**src/rtl/hbm_init_sequencer_if.sv**
```systemverilog
// Bundles the sequencer's control inputs and its reset/status outputs.
// The master modport is the sequencer itself; the slave modport is the surrounding system.
interface hbm_init_sequencer_if;
   logic       trigger;
   logic       cal_done;
   logic       mig_rstn;
   logic       rstn;
   logic       done;
   logic [1:0] err;
   logic [2:0] state;

   modport master (
      input  trigger,
      input  cal_done,
      output mig_rstn,
      output rstn,
      output done,
      output err,
      output state
   );

   modport slave (
      output trigger,
      output cal_done,
      input  mig_rstn,
      input  rstn,
      input  done,
      input  err,
      input  state
   );
endinterface

```
**src/rtl/hbm_init_sequencer.sv**
```systemverilog
// Power-up / software-restart sequencer: releases the HBM controller reset, waits for calibration,
// then releases user logic; a trigger toggle restarts the sequence from any state.
module hbm_init_sequencer #(
   parameter int unsigned MC_RST_CYCLES  = 1000,
   parameter int unsigned USR_RST_CYCLES = 64,
   parameter int unsigned CAL_TIMEOUT    = 1048576,
   parameter int unsigned CNT_W          = 21
) (
   input  logic                 clk,
   input  logic                 rst,
   hbm_init_sequencer_if.master bus
);

   typedef enum logic [2:0] {
      ST_MC_RST   = 3'd0,
      ST_WAIT_CAL = 3'd1,
      ST_USR_RST  = 3'd2,
      ST_RUN      = 3'd3,
      ST_FAIL     = 3'd4
   } state_t;

   localparam logic [CNT_W-1:0] MC_LAST  = CNT_W'(MC_RST_CYCLES - 1);
   localparam logic [CNT_W-1:0] USR_LAST = CNT_W'(USR_RST_CYCLES - 1);
   localparam logic [CNT_W-1:0] CAL_LAST = CNT_W'(CAL_TIMEOUT - 1);
   localparam logic [CNT_W-1:0] CNT_ZERO = CNT_W'(0);
   localparam logic [CNT_W-1:0] CNT_ONE  = CNT_W'(1);
   localparam logic [1:0] ERR_NONE    = 2'b00;
   localparam logic [1:0] ERR_TIMEOUT = 2'b01;
   localparam logic [1:0] ERR_LOST    = 2'b10;

   logic             trig_s1_r, trig_s2_r, trig_s3_r;
   logic             cal_s1_r, cal_s2_r;
   logic             trig_evt_s, cal_done_s;
   state_t           state_r, state_nxt_s;
   logic [CNT_W-1:0] cnt_r, cnt_nxt_s;
   logic [1:0]       err_r, err_nxt_s;
   logic             mig_rstn_s, rstn_s, done_s;

   assign trig_evt_s = trig_s2_r ^ trig_s3_r;
   assign cal_done_s = cal_s2_r;

   // Synchronise the asynchronous inputs; the third trigger flop gives a toggle detector.
   always_ff @(posedge clk or posedge rst) begin
      if (rst) begin
         trig_s1_r <= 1'b0;
         trig_s2_r <= 1'b0;
         trig_s3_r <= 1'b0;
         cal_s1_r  <= 1'b0;
         cal_s2_r  <= 1'b0;
      end else begin
         trig_s1_r <= bus.trigger;
         trig_s2_r <= trig_s1_r;
         trig_s3_r <= trig_s2_r;
         cal_s1_r  <= bus.cal_done;
         cal_s2_r  <= cal_s1_r;
      end
   end

   // State, duration counter and sticky error code.
   always_ff @(posedge clk or posedge rst) begin
      if (rst) begin
         state_r <= ST_MC_RST;
         cnt_r   <= CNT_ZERO;
         err_r   <= ERR_NONE;
      end else begin
         state_r <= state_nxt_s;
         cnt_r   <= cnt_nxt_s;
         err_r   <= err_nxt_s;
      end
   end

   // Next-state logic: a restart event overrides every other transition.
   always_comb begin
      state_nxt_s = state_r;
      err_nxt_s   = err_r;
      if (trig_evt_s) begin
         state_nxt_s = ST_MC_RST;
         err_nxt_s   = ERR_NONE;
      end else begin
         case (state_r)
            ST_MC_RST: begin
               if (cnt_r == MC_LAST) state_nxt_s = ST_WAIT_CAL;
               else                  state_nxt_s = ST_MC_RST;
            end
            ST_WAIT_CAL: begin
               // Calibration completing wins over a coincident timeout.
               if (cal_done_s) begin
                  state_nxt_s = ST_USR_RST;
               end else if (cnt_r == CAL_LAST) begin
                  state_nxt_s = ST_FAIL;
                  err_nxt_s   = ERR_TIMEOUT;
               end else begin
                  state_nxt_s = ST_WAIT_CAL;
               end
            end
            ST_USR_RST: begin
               if (!cal_done_s) begin
                  state_nxt_s = ST_FAIL;
                  err_nxt_s   = ERR_LOST;
               end else if (cnt_r == USR_LAST) begin
                  state_nxt_s = ST_RUN;
               end else begin
                  state_nxt_s = ST_USR_RST;
               end
            end
            ST_RUN: begin
               if (!cal_done_s) begin
                  state_nxt_s = ST_FAIL;
                  err_nxt_s   = ERR_LOST;
               end else begin
                  state_nxt_s = ST_RUN;
               end
            end
            ST_FAIL: state_nxt_s = ST_FAIL;
            default: begin
               state_nxt_s = ST_MC_RST;
               err_nxt_s   = ERR_NONE;
            end
         endcase
      end
   end

   // Counter clears on every state entry (including restart into MC_RST) and idles in RUN/FAIL.
   always_comb begin
      cnt_nxt_s = cnt_r;
      if (trig_evt_s || (state_nxt_s != state_r)) begin
         cnt_nxt_s = CNT_ZERO;
      end else if ((state_r == ST_MC_RST) || (state_r == ST_WAIT_CAL) || (state_r == ST_USR_RST)) begin
         cnt_nxt_s = cnt_r + CNT_ONE;
      end else begin
         cnt_nxt_s = cnt_r;
      end
   end

   // Output decode from the state register only.
   always_comb begin
      mig_rstn_s = 1'b0;
      rstn_s     = 1'b0;
      done_s     = 1'b0;
      case (state_r)
         ST_WAIT_CAL: mig_rstn_s = 1'b1;
         ST_USR_RST:  mig_rstn_s = 1'b1;
         ST_RUN: begin
            mig_rstn_s = 1'b1;
            rstn_s     = 1'b1;
            done_s     = 1'b1;
         end
         default: begin
            mig_rstn_s = 1'b0;
            rstn_s     = 1'b0;
            done_s     = 1'b0;
         end
      endcase
   end

   assign bus.mig_rstn = mig_rstn_s;
   assign bus.rstn     = rstn_s;
   assign bus.done     = done_s;
   assign bus.err      = err_r;
   assign bus.state    = state_r;

endmodule
```
**src/flat_wrapper.sv**
```systemverilog
// flat-port wrapper written by rule: the top's interface ports become plain ports
module hbm_init_sequencer_flat 
#(
   parameter int unsigned MC_RST_CYCLES  = 1000,
   parameter int unsigned USR_RST_CYCLES = 64,
   parameter int unsigned CAL_TIMEOUT    = 1048576,
   parameter int unsigned CNT_W          = 21
)
  (clk, rst, bus_trigger, bus_cal_done, bus_mig_rstn, bus_rstn, bus_done, bus_err, bus_state);
  hbm_init_sequencer_if bus_i ();
  input  logic clk;
  input  logic rst;
  input wire logic [$bits(bus_i.trigger)-1:0] bus_trigger;
  input wire logic [$bits(bus_i.cal_done)-1:0] bus_cal_done;
  output wire logic [$bits(bus_i.mig_rstn)-1:0] bus_mig_rstn;
  output wire logic [$bits(bus_i.rstn)-1:0] bus_rstn;
  output wire logic [$bits(bus_i.done)-1:0] bus_done;
  output wire logic [$bits(bus_i.err)-1:0] bus_err;
  output wire logic [$bits(bus_i.state)-1:0] bus_state;
  assign bus_i.trigger = bus_trigger;
  assign bus_i.cal_done = bus_cal_done;
  assign bus_mig_rstn = bus_i.mig_rstn;
  assign bus_rstn = bus_i.rstn;
  assign bus_done = bus_i.done;
  assign bus_err = bus_i.err;
  assign bus_state = bus_i.state;
  hbm_init_sequencer #(.MC_RST_CYCLES(MC_RST_CYCLES), .USR_RST_CYCLES(USR_RST_CYCLES), .CAL_TIMEOUT(CAL_TIMEOUT), .CNT_W(CNT_W)) u_core (.clk(clk), .rst(rst), .bus(bus_i));
endmodule
```
**config.mk**
```make
export PLATFORM = sky130hd
export DESIGN_NAME = hbm_init_sequencer_flat
export DESIGN_NICKNAME = d
export VERILOG_FILES = /design/src/rtl/hbm_init_sequencer_if.sv /design/src/rtl/hbm_init_sequencer.sv /design/src/flat_wrapper.sv
export SDC_FILE = /design/constraint.sdc
export NUM_CORES = 1
export LEC_CHECK = 0
export ABC_AREA = 1
export BUFFER_PORTS_ARGS = -buffer_cell sky130_fd_sc_hd__buf_4
export CAP_MARGIN = 20
export CORE_MARGIN = 1
export CORE_UTILIZATION = 40
export CTS_BUF_LIST = sky130_fd_sc_hd__clkbuf_4 sky130_fd_sc_hd__clkbuf_8 sky130_fd_sc_hd__clkbuf_16
export DETAILED_ROUTE_END_ITERATION = 6
export PLACE_DENSITY = 0.54
export SLEW_MARGIN = 20
export SYNTH_ARGS = -nofsm -noshare
export SYNTH_HDL_FRONTEND = slang
export SYNTH_SLANG_ARGS = --single-unit
```
**constraint.sdc**
```tcl
create_clock -name clk -period 2.8 [get_ports clk]
set_input_delay 0.28 -clock clk [delete_from_list [all_inputs] [get_ports clk]]
set_output_delay 0.28 -clock clk [all_outputs]
set_load 0.05 [all_outputs]
```
==> impl_results.rst, run 1 <==
.. list-table::
   :header-rows: 1

   * - Metric
     - Value
   * - Combinational Power Share
     - 6.6%
   * - Area of the core
     - 0.004354 sq mm
   * - Post-synth cell types
     - 28
   * - Die Span X
     - 69.19 um
   * - Min cycle time layout
     - 1842 ps
   * - Minimum setup slack among reg-to-reg paths
     - 960 ps
   * - Congestion Overflow GR
     - 0
   * - Count of unresolved DRC violations after routing
     - 0
   * - Top-area cell type share of the netlist area
     - 42.97%
   * - Slowest stage cell, crit path
     - sky130_fd_sc_hd__dfrtp_1
   * - Routed vias/inst
     - 4.826
   * - Count of antenna-violating nets left after detailed routing
     - 0
   * - Starting density of the core
     - 41.47%
   * - Net Sw Frac
     - 22.48%
   * - Critical Path RT
     - 2970 ps
   * - Max Clock Skew
     - 8.914 ps
   * - Depth of the CTS H-tree
     - 2
   * - Register cell area after layout
     - 775.7 sq um
   * - Endpoint of the most critical register-to-register path
     - u_core.cnt_r[19]$_DFFE_PP0P_
   * - Setup Viol. Count Final
     - 0
   * - I/O Pins
     - 12
   * - Worst supply voltage drop on vdd
     - 0.2469 mV
   * - Clock tree from TritonCTS
     - built
   * - Synth Area per Inst
     - 8.096 sq um
   * - Global-route wire length before repair
     - 6251 um
   * - Commonest non-fill, non-tap cells in the layout
     - sky130_fd_sc_hd__nand2_1, sky130_fd_sc_hd__dfrtp_1, sky130_fd_sc_hd__nor2_1
   * - Net count after synthesis
     - 228
   * - Final max-slew violation count
     - 0
   * - Worst Setup Path Type
     - flip-flop to flip-flop
   * - Kind of end point of the critical path
     - flip-flop
   * - Largest delay contributor family on the critical path
     - simple AND/OR/NAND/NOR gates
   * - Number of resized instances in the post-cts repair step
     - 0
   * - CTS Root Buffer Type
     - sky130_fd_sc_hd__clkbuf_8
   * - Internal Dissipation
     - 767.7 uW
   * - Share of power burned in the clock network
     - 46.3%
   * - Cell repeated most along the worst path
     - sky130_fd_sc_hd__nand3_2
   * - Area taken by multi-input logic gates
     - 898.4 sq um
   * - Clock slew at the register clock pins of the worst setup and hold paths
     - 70 ps
   * - Result of the run
     - finished clean
   * - Share of power burned in registers
     - 47.2%
   * - Number of global-route vias before repair
     - 1366
   * - Clock net sink count
     - 31
   * - Leading cell types by total area after synthesis
     - sky130_fd_sc_hd__dfrtp_1, sky130_fd_sc_hd__nand2_1, sky130_fd_sc_hd__nor2_2
   * - Peak clock frequency supported by timing
     - 542.8 MHz
   * - Share of the yosys chip area belonging to registers
     - 42.97%
   * - Post-Route Setup TNS
     - 0 ps
   * - Most common library cell in the layout ignoring fill and taps
     - sky130_fd_sc_hd__nand2_1
   * - Hold_ws
     - 69.95 ps
   * - Finished Core Util
     - 47.21%
   * - Nets
     - 245
   * - Row Count
     - 24
   * - Drt first-iter violations
     - 40
   * - Total of max-cap violations
     - 0
   * - Vertical extent of the die
     - 69.19 um
   * - HPWL after detailed placement
     - 2618 um
   * - Antenna fix cells
     - 0
   * - CP Launch Type
     - flip-flop
   * - Clock buffers created by TritonCTS
     - 5
   * - Endpoint arrival time on the critical path
     - 2010 ps
   * - Average wire length per cell after detail routing
     - 12.06 um
   * - Global router's overall resource usage
     - 16.55%
   * - Post-cts hold buffer count
     - 0
   * - Cell Count, Final, Fillers Out
     - 293
   * - Type of the worst min-delay path
     - input port to asynchronous set/reset pin
   * - Buffer depth of the longest clock path
     - 2
   * - Clock insertion delay at the later pin of the skew report
     - 290 ps
   * - DRT Pass-1 Iters
     - 4
   * - Final worst-path cycle share
     - 65.79%
   * - Headroom to the max-slew limit
     - 73.54%
   * - Number of instances in the synthesized netlist
     - 223
   * - Largest net degree at the start of global routing
     - 32
   * - Power per cell area
     - 481.8 mW/mm^2
   * - Layout-stage area growth over the synthesis result
     - 13.86%
   * - Largest fanout on the critical path
     - 21
   * - Routed wire length
     - 3534 um
   * - Number of warnings issued by yosys
     - 0
   * - Global placer's final weighted congestion
     - 0.7764
   * - Cell type contributing the most total cell area after synthesis
     - sky130_fd_sc_hd__dfrtp_1
   * - Setup Fix Bufs, Post-CTS
     - 0
   * - Slowest Stage Delay on Critical Path
     - 380 ps
   * - Power spent charging and discharging nets
     - 222.7 uW
   * - Origin of the critical flop-to-flop path
     - u_core.cnt_r[0]$_DFFE_PP0P_
   * - Total die area
     - 0.004787 sq mm
   * - Number of buffers added on ports
     - 11
   * - Slew at the pin with the worst max-slew slack
     - 396.9 ps
   * - Reg2reg path depth
     - 11
   * - Share of cells above drive strength 1
     - 26.97%
   * - Critical path buffer and inverter count
     - 1
   * - P_leak
     - 0.9419 nW
   * - Fin. Hold Viols
     - 0
   * - Antenna violations before repair
     - 0
   * - Number of synthesized register bits
     - 31
   * - Total of fill cells in the finished design
     - 434
   * - Number of cells after detailed placement
     - 285
   * - Synth Cell Area
     - 0.001805 sq mm
   * - Vias post-DR
     - 1414
   * - Cells along the critical path
     - ha_1, nand3_2, nor2_4, nand3_2, nand2_1, nand2_1, nand2_2, nand3_1, nand3_2, buf_4, nor2_1
   * - Setup repair after global routing missed its margin
     - false
registers in the layout, indices dropped and copies added, names as in the netlist:
name,count
u_core.cal_done_s,1
u_core.trig_s2_r,1
u_core.trig_s1_r,1
u_core.bus.state,3
u_core.trig_s3_r,1
u_core.bus.err,2
u_core.cnt_r,21
u_core.cal_s1_r,1
cells in the mapped netlist (all sizes together):
cell type,n
nand2,52
nor2,52
dfrtp,31
inv,26
nand3,16
xor2,13
o21ai,6
nor3,5
a21oi,4
nand4,4
xnor2,4
buf,3
o22ai,2
clkinv,1
ha,1
mux2i,1
o21bai,1
or2,1
layout make-up:
cell class	count	area share, %
Inverter	27	4.930
Clock inverter	2	1.704
Timing Repair Buffer	13	4.747
Clock buffer	6	4.017
Sequential cell	31	37.74
Tap cell	52	3.165
Multi-Input combinational cell	162	43.70
worst max-delay path by stage:
stage                                  startpoint                      endpoint  depth (start not counted)
floorplan           u_core.bus.state[1]$_DFF_PP0_  u_core.cnt_r[10]$_DFFE_PP0P_                         10
CTS                   u_core.cnt_r[0]$_DFFE_PP0P_  u_core.cnt_r[19]$_DFFE_PP0P_                         11
global route        u_core.bus.state[0]$_DFF_PP0_  u_core.cnt_r[19]$_DFFE_PP0P_                         11
global placement    u_core.bus.state[2]$_DFF_PP0_  u_core.cnt_r[17]$_DFFE_PP0P_                          9
finish                u_core.cnt_r[0]$_DFFE_PP0P_  u_core.cnt_r[19]$_DFFE_PP0P_                         11
detailed placement    u_core.cnt_r[0]$_DFFE_PP0P_  u_core.cnt_r[19]$_DFFE_PP0P_                         11
cell families after synthesis:
group / after synthesis / synth area share (%)
muxes: 1 / 0.5544
and+or+nand+nor: 130 / 36.17
AOI/OAI and AO/OA: 13 / 4.088
DFF: 31 / 42.97
xor gates and xnor gates: 17 / 8.247
adders and majority gates: 1 / 0.6929
buffers and inverters: 30 / 7.277
tightest hold or removal path, stage by stage:
cell,delay [ps]
sky130_fd_sc_hd__buf_4,100
sky130_fd_sc_hd__inv_1,40
sky130_fd_sc_hd__buf_4,350
power by group through the flow:
stage / Sequential (mW) / Clock [mW] / Combinational, mW
finish: 0.467 / 0.458 / 0.0651
global route: 0.468 / 0.497 / 0.0740
CTS: 0.467 / 0.476 / 0.0675
detailed placement: 0.476 / 0 / 0.0674
global placement: 0.475 / 0 / 0.0671
floorplan: 0.473 / 0 / 0.0551
metal layers:
metal  share of wire [%]  track usage, %
met1                  49           21.45
met2                  46           26.21
met3                 3.2           4.360
met4                 1.8           6.803
met5                   0               0
through the flow:
stage / instance area (sq um) / total power, mW / setup WS, ps
finish: 2056 / 0.9903 / 957.8
global route: 2056 / 1.039 / 736.3
CTS: 2056 / 1.011 / 908.0
detailed placement: 1938 / 0.5431 / 920.8
global placement: 1938 / 0.5423 / 955.9
floorplan: 1805 / 0.5284 / 411.1
No activity file was read; power rests on OpenSTA's default activity.
==> run 2: changes to the inputs <==
ABC_AREA = 0   (was 1)
clock period = 1.8 ns   (was 2.8 ns; I/O delays follow)
==> run 2 against run 1 <==
Wire length up 1.6%. Synthesized cell count down 26%. Sequential power up 56%. First-iteration DRC count up 100%. Worst setup slack worse by 890 ps. Combinational power up 100%. Via count down 8.3%. Clock skew down 3.5 ps. Critical path type unchanged. Maximum frequency up 6.4%.
==> impl_results.rst, run 2 <==
.. list-table::
   :header-rows: 1

   * - Metric
     - Value
   * - Minimum setup slack among reg-to-reg paths
     - 70 ps
   * - Cell type contributing the most total cell area after synthesis
     - sky130_fd_sc_hd__dfrtp_1
   * - Headroom to the max-slew limit
     - 74.09%
   * - Synth async-reset ratio
     - 100.0%
   * - Routed wire length
     - 3589 um
   * - Commonest cells in the netlist
     - sky130_fd_sc_hd__dfrtp_1, sky130_fd_sc_hd__nor2_1, sky130_fd_sc_hd__nand2_1, sky130_fd_sc_hd__xor2_1, sky130_fd_sc_hd__xnor2_1
   * - Critical Path RT
     - 1970 ps
   * - Setup Viol. Count Final
     - 0
   * - Portion of netlist area occupied by mux cells
     - 0.6102%
   * - Count of antenna-violating nets left after detailed routing
     - 0
   * - Vias post-DR
     - 1297
   * - Type of the worst min-delay path
     - flip-flop to flip-flop
   * - Largest register FFs
     - 21
   * - Simple-gate portion of the synthesized area
     - 31.88%
   * - Starting density of the core
     - 43.18%
   * - Endpoint of the most critical register-to-register path
     - u_core.cnt_r[3]$_DFFE_PP0P_
   * - Reg2reg path depth
     - 5
   * - Count of unresolved DRC violations after routing
     - 0
   * - Global router's overall resource usage
     - 19.63%
   * - Synthesized-area fraction occupied by ao, oa, aoi and oai cells
     - 5.568%
   * - Kind of end point of the critical path
     - flip-flop
   * - Final max-slew violation count
     - 0
   * - Cell area reported after detailed placement
     - 0.001859 sq mm
   * - Number of cells after detailed placement
     - 231
   * - Final setup slack of the worst path
     - 69.33 ps
   * - Area of the core
     - 0.003799 sq mm
   * - CTS Root Buffer Type
     - sky130_fd_sc_hd__clkbuf_8
   * - Die Span X
     - 66.04 um
   * - Antenna violations before repair
     - 0
   * - Depth of the CTS H-tree
     - 2
   * - Peak clock frequency supported by timing
     - 577.8 MHz
   * - Most common library cell in the layout ignoring fill and taps
     - sky130_fd_sc_hd__nor2_1
   * - Global-route wire length before repair
     - 6272 um
   * - Leading cell types by total area after synthesis
     - sky130_fd_sc_hd__dfrtp_1, sky130_fd_sc_hd__nor2_1, sky130_fd_sc_hd__xor2_1
   * - Final Cell Area
     - 0.002110 sq mm
   * - Layout-stage area growth over the synthesis result
     - 28.60%
   * - Number of instances in the synthesized netlist
     - 165
   * - Number of warnings issued by yosys
     - 0
   * - Largest net degree at the start of global routing
     - 32
   * - Top flip-flop cell by instance count after synthesis
     - sky130_fd_sc_hd__dfrtp_1
   * - Final worst-path cycle share
     - 96.15%
   * - Drt first-iter violations
     - 81
   * - Top-area cell type share of the netlist area
     - 47.29%
   * - Slew at the pin with the worst max-slew slack
     - 387.0 ps
   * - CP Launch Type
     - flip-flop
   * - Buffer depth of the longest clock path
     - 2
   * - Nets
     - 203
   * - Post-Route Setup TNS
     - 0 ps
   * - Total die area
     - 0.004361 sq mm
   * - Number of global-route vias before repair
     - 1341
   * - Clock net sink count
     - 31
   * - Share of synthesized cell area in full adder, half adder and majority cells
     - 0.7628%
   * - Clock slew at the register clock pins of the worst setup and hold paths
     - 60 ps
   * - Worst supply voltage drop on vdd
     - 0.3429 mV
   * - Synth Cell Area
     - 0.001640 sq mm
   * - DRT Pass-1 Iters
     - 6
   * - Clock insertion delay at the later pin of the skew report
     - 280 ps
   * - Number of enable flip-flop cells after synthesis
     - 0
   * - Pre-CTS setup slack
     - -5.357 ps
   * - Share of the yosys chip area belonging to registers
     - 47.29%
   * - Cell Count, Final, Fillers Out
     - 247
   * - Post-synth cell types
     - 43
   * - Max Clock Skew
     - 5.441 ps
   * - Number of buffers added on ports
     - 11
   * - Worst min-delay path endpoint
     - u_core.cal_done_s$_DFF_PP0_
   * - Number of synthesized register bits
     - 31
   * - Clock tree from TritonCTS
     - built
   * - I/O Pins
     - 12
   * - Global placer's final weighted congestion
     - 0.8280
   * - Worst Hold Launch
     - u_core.cal_s1_r$_DFF_PP0_
   * - Average wire length per cell after detail routing
     - 14.53 um
   * - Origin of the critical flop-to-flop path
     - u_core.cnt_r[3]$_DFFE_PP0P_
   * - Synth Area per Inst
     - 9.941 sq um
   * - Clock buffers created by TritonCTS
     - 5
   * - Register ranked first by flip-flop count
     - u_core.cnt_r
   * - Vertical extent of the die
     - 66.04 um
   * - Hold path cells
     - 0
   * - Xor/xnor cell area share of the yosys netlist
     - 11.21%
   * - Finished Core Util
     - 55.53%
   * - Share of cells above drive strength 1
     - 27.14%
   * - Congestion Overflow GR
     - 0
   * - Net count after synthesis
     - 170
   * - HPWL after detailed placement
     - 2481 um
   * - Largest fanout on the critical path
     - 8
   * - Power per cell area
     - 800.5 mW/mm^2
   * - Endpoint arrival time on the critical path
     - 1900 ps
   * - Total of max-cap violations
     - 0
   * - Result of the run
     - finished clean
   * - Routed vias/inst
     - 5.251
   * - Commonest non-fill, non-tap cells in the layout
     - sky130_fd_sc_hd__nor2_1, sky130_fd_sc_hd__dfrtp_1, sky130_fd_sc_hd__buf_4
   * - Antenna fix cells
     - 0
   * - Largest family of logic cells by synthesized area
     - simple AND/OR/NAND/NOR gates
   * - P_leak
     - 0.9474 nW
   * - Row Count
     - 22
   * - Worst Setup Path Type
     - flip-flop to flip-flop
   * - Fin. Hold Viols
     - 0
   * - Min cycle time layout
     - 1731 ps
## run 2: cell count changes after synthesis, sizes merged, moves of 3 or more
cell	before	now
inv	26	3
o21ai	6	1
nand3	16	7
and4	0	3
nand4	4	7
nand2	52	13
and3	0	4
xnor2	4	8
nor4	0	5
or4	0	3
nor2	52	31
## run 2: logic make-up (layout without fill, tap and decap cells)
group / after synthesis / in the layout
mux: 1 / 1
compound gates: 13 / 13
simple gates: 90 / 90
flops: 31 / 31
xor+xnor: 21 / 21
fa+ha+maj: 1 / 1
buf+inv: 8 / 42
## run 2: what timing repair did
item,4_1_cts,5_1_grt
pin swaps,2,6
buffers inserted,0,5
hold buffers,3,0
endpoints found under the hold margin,21,0
endpoints found under the setup margin,8,23
resized for setup,1,5
## run 2: metal layers
layer	GRT usage, %	vias to the layer above	wire (um)
met5	0	-	0
met4	7.447	0	56
met3	5.690	7	140
met2	32.14	21	1708
met1	24.29	629	1682
li1	-	640	-
## run 2: power breakdown
group / switching, mW / internal, mW / total, mW / leakage (nW)
combinational: 0.0695 / 0.0616 / 0.131 / 0.463
clock: 0.260 / 0.568 / 0.828 / 0.0688
sequential: 0.0163 / 0.713 / 0.729 / 0.416
total: 0.346 / 1.34 / 1.69 / 0.947
## run 2: layout make-up
type | count | area (sq um)
sequential | 31 | 778.2
inverter | 3 | 11.26
timing repair buffer | 31 | 265.3
fill | 349 | 1689
multi-input combinational | 126 | 858.3
clock buffer | 6 | 76.32
tap | 48 | 60.06
clock inverter | 2 | 60.06
## run 2: worst max path at each step
stage / to / slack (ps) / startpoint / depth (start not counted)
2_1_floorplan: bus_rstn / -20 / u_core.bus.state[2]$_DFF_PP0_ / 4
3_3_place_gp: u_core.cnt_r[9]$_DFFE_PP0P_ / 40 / u_core.cnt_r[0]$_DFFE_PP0P_ / 7
3_5_place_dp: u_core.cnt_r[9]$_DFFE_PP0P_ / -5 / u_core.cnt_r[0]$_DFFE_PP0P_ / 7
4_1_cts: u_core.cnt_r[7]$_DFFE_PP0P_ / 10 / u_core.cnt_r[0]$_DFFE_PP0P_ / 7
5_1_grt: u_core.cnt_r[7]$_DFFE_PP0P_ / -20 / u_core.cnt_r[6]$_DFFE_PP0P_ / 5
6_report: u_core.cnt_r[3]$_DFFE_PP0P_ / 70 / u_core.cnt_r[3]$_DFFE_PP0P_ / 5
## run 2: worst max-delay path, cell delays in order (launching register included)
cell	delay, ps
sky130_fd_sc_hd__dfrtp_1	410
sky130_fd_sc_hd__or4_1	550
sky130_fd_sc_hd__nor3_1	190
sky130_fd_sc_hd__o2111ai_2	200
sky130_fd_sc_hd__nand3_4	190
sky130_fd_sc_hd__nor2_1	70
## run 2: stage by stage
| stage | hold slack [ps] | power [mW] |
|---|---|---|
| 2_1_floorplan | 211.4 | 0.8054 |
| 3_3_place_gp | 286.1 | 0.8493 |
| 3_5_place_dp | 291.4 | 0.8526 |
| 4_1_cts | 357.3 | 1.685 |
| 5_1_grt | 370.1 | 1.754 |
| 6_report | 354.4 | 1.689 |
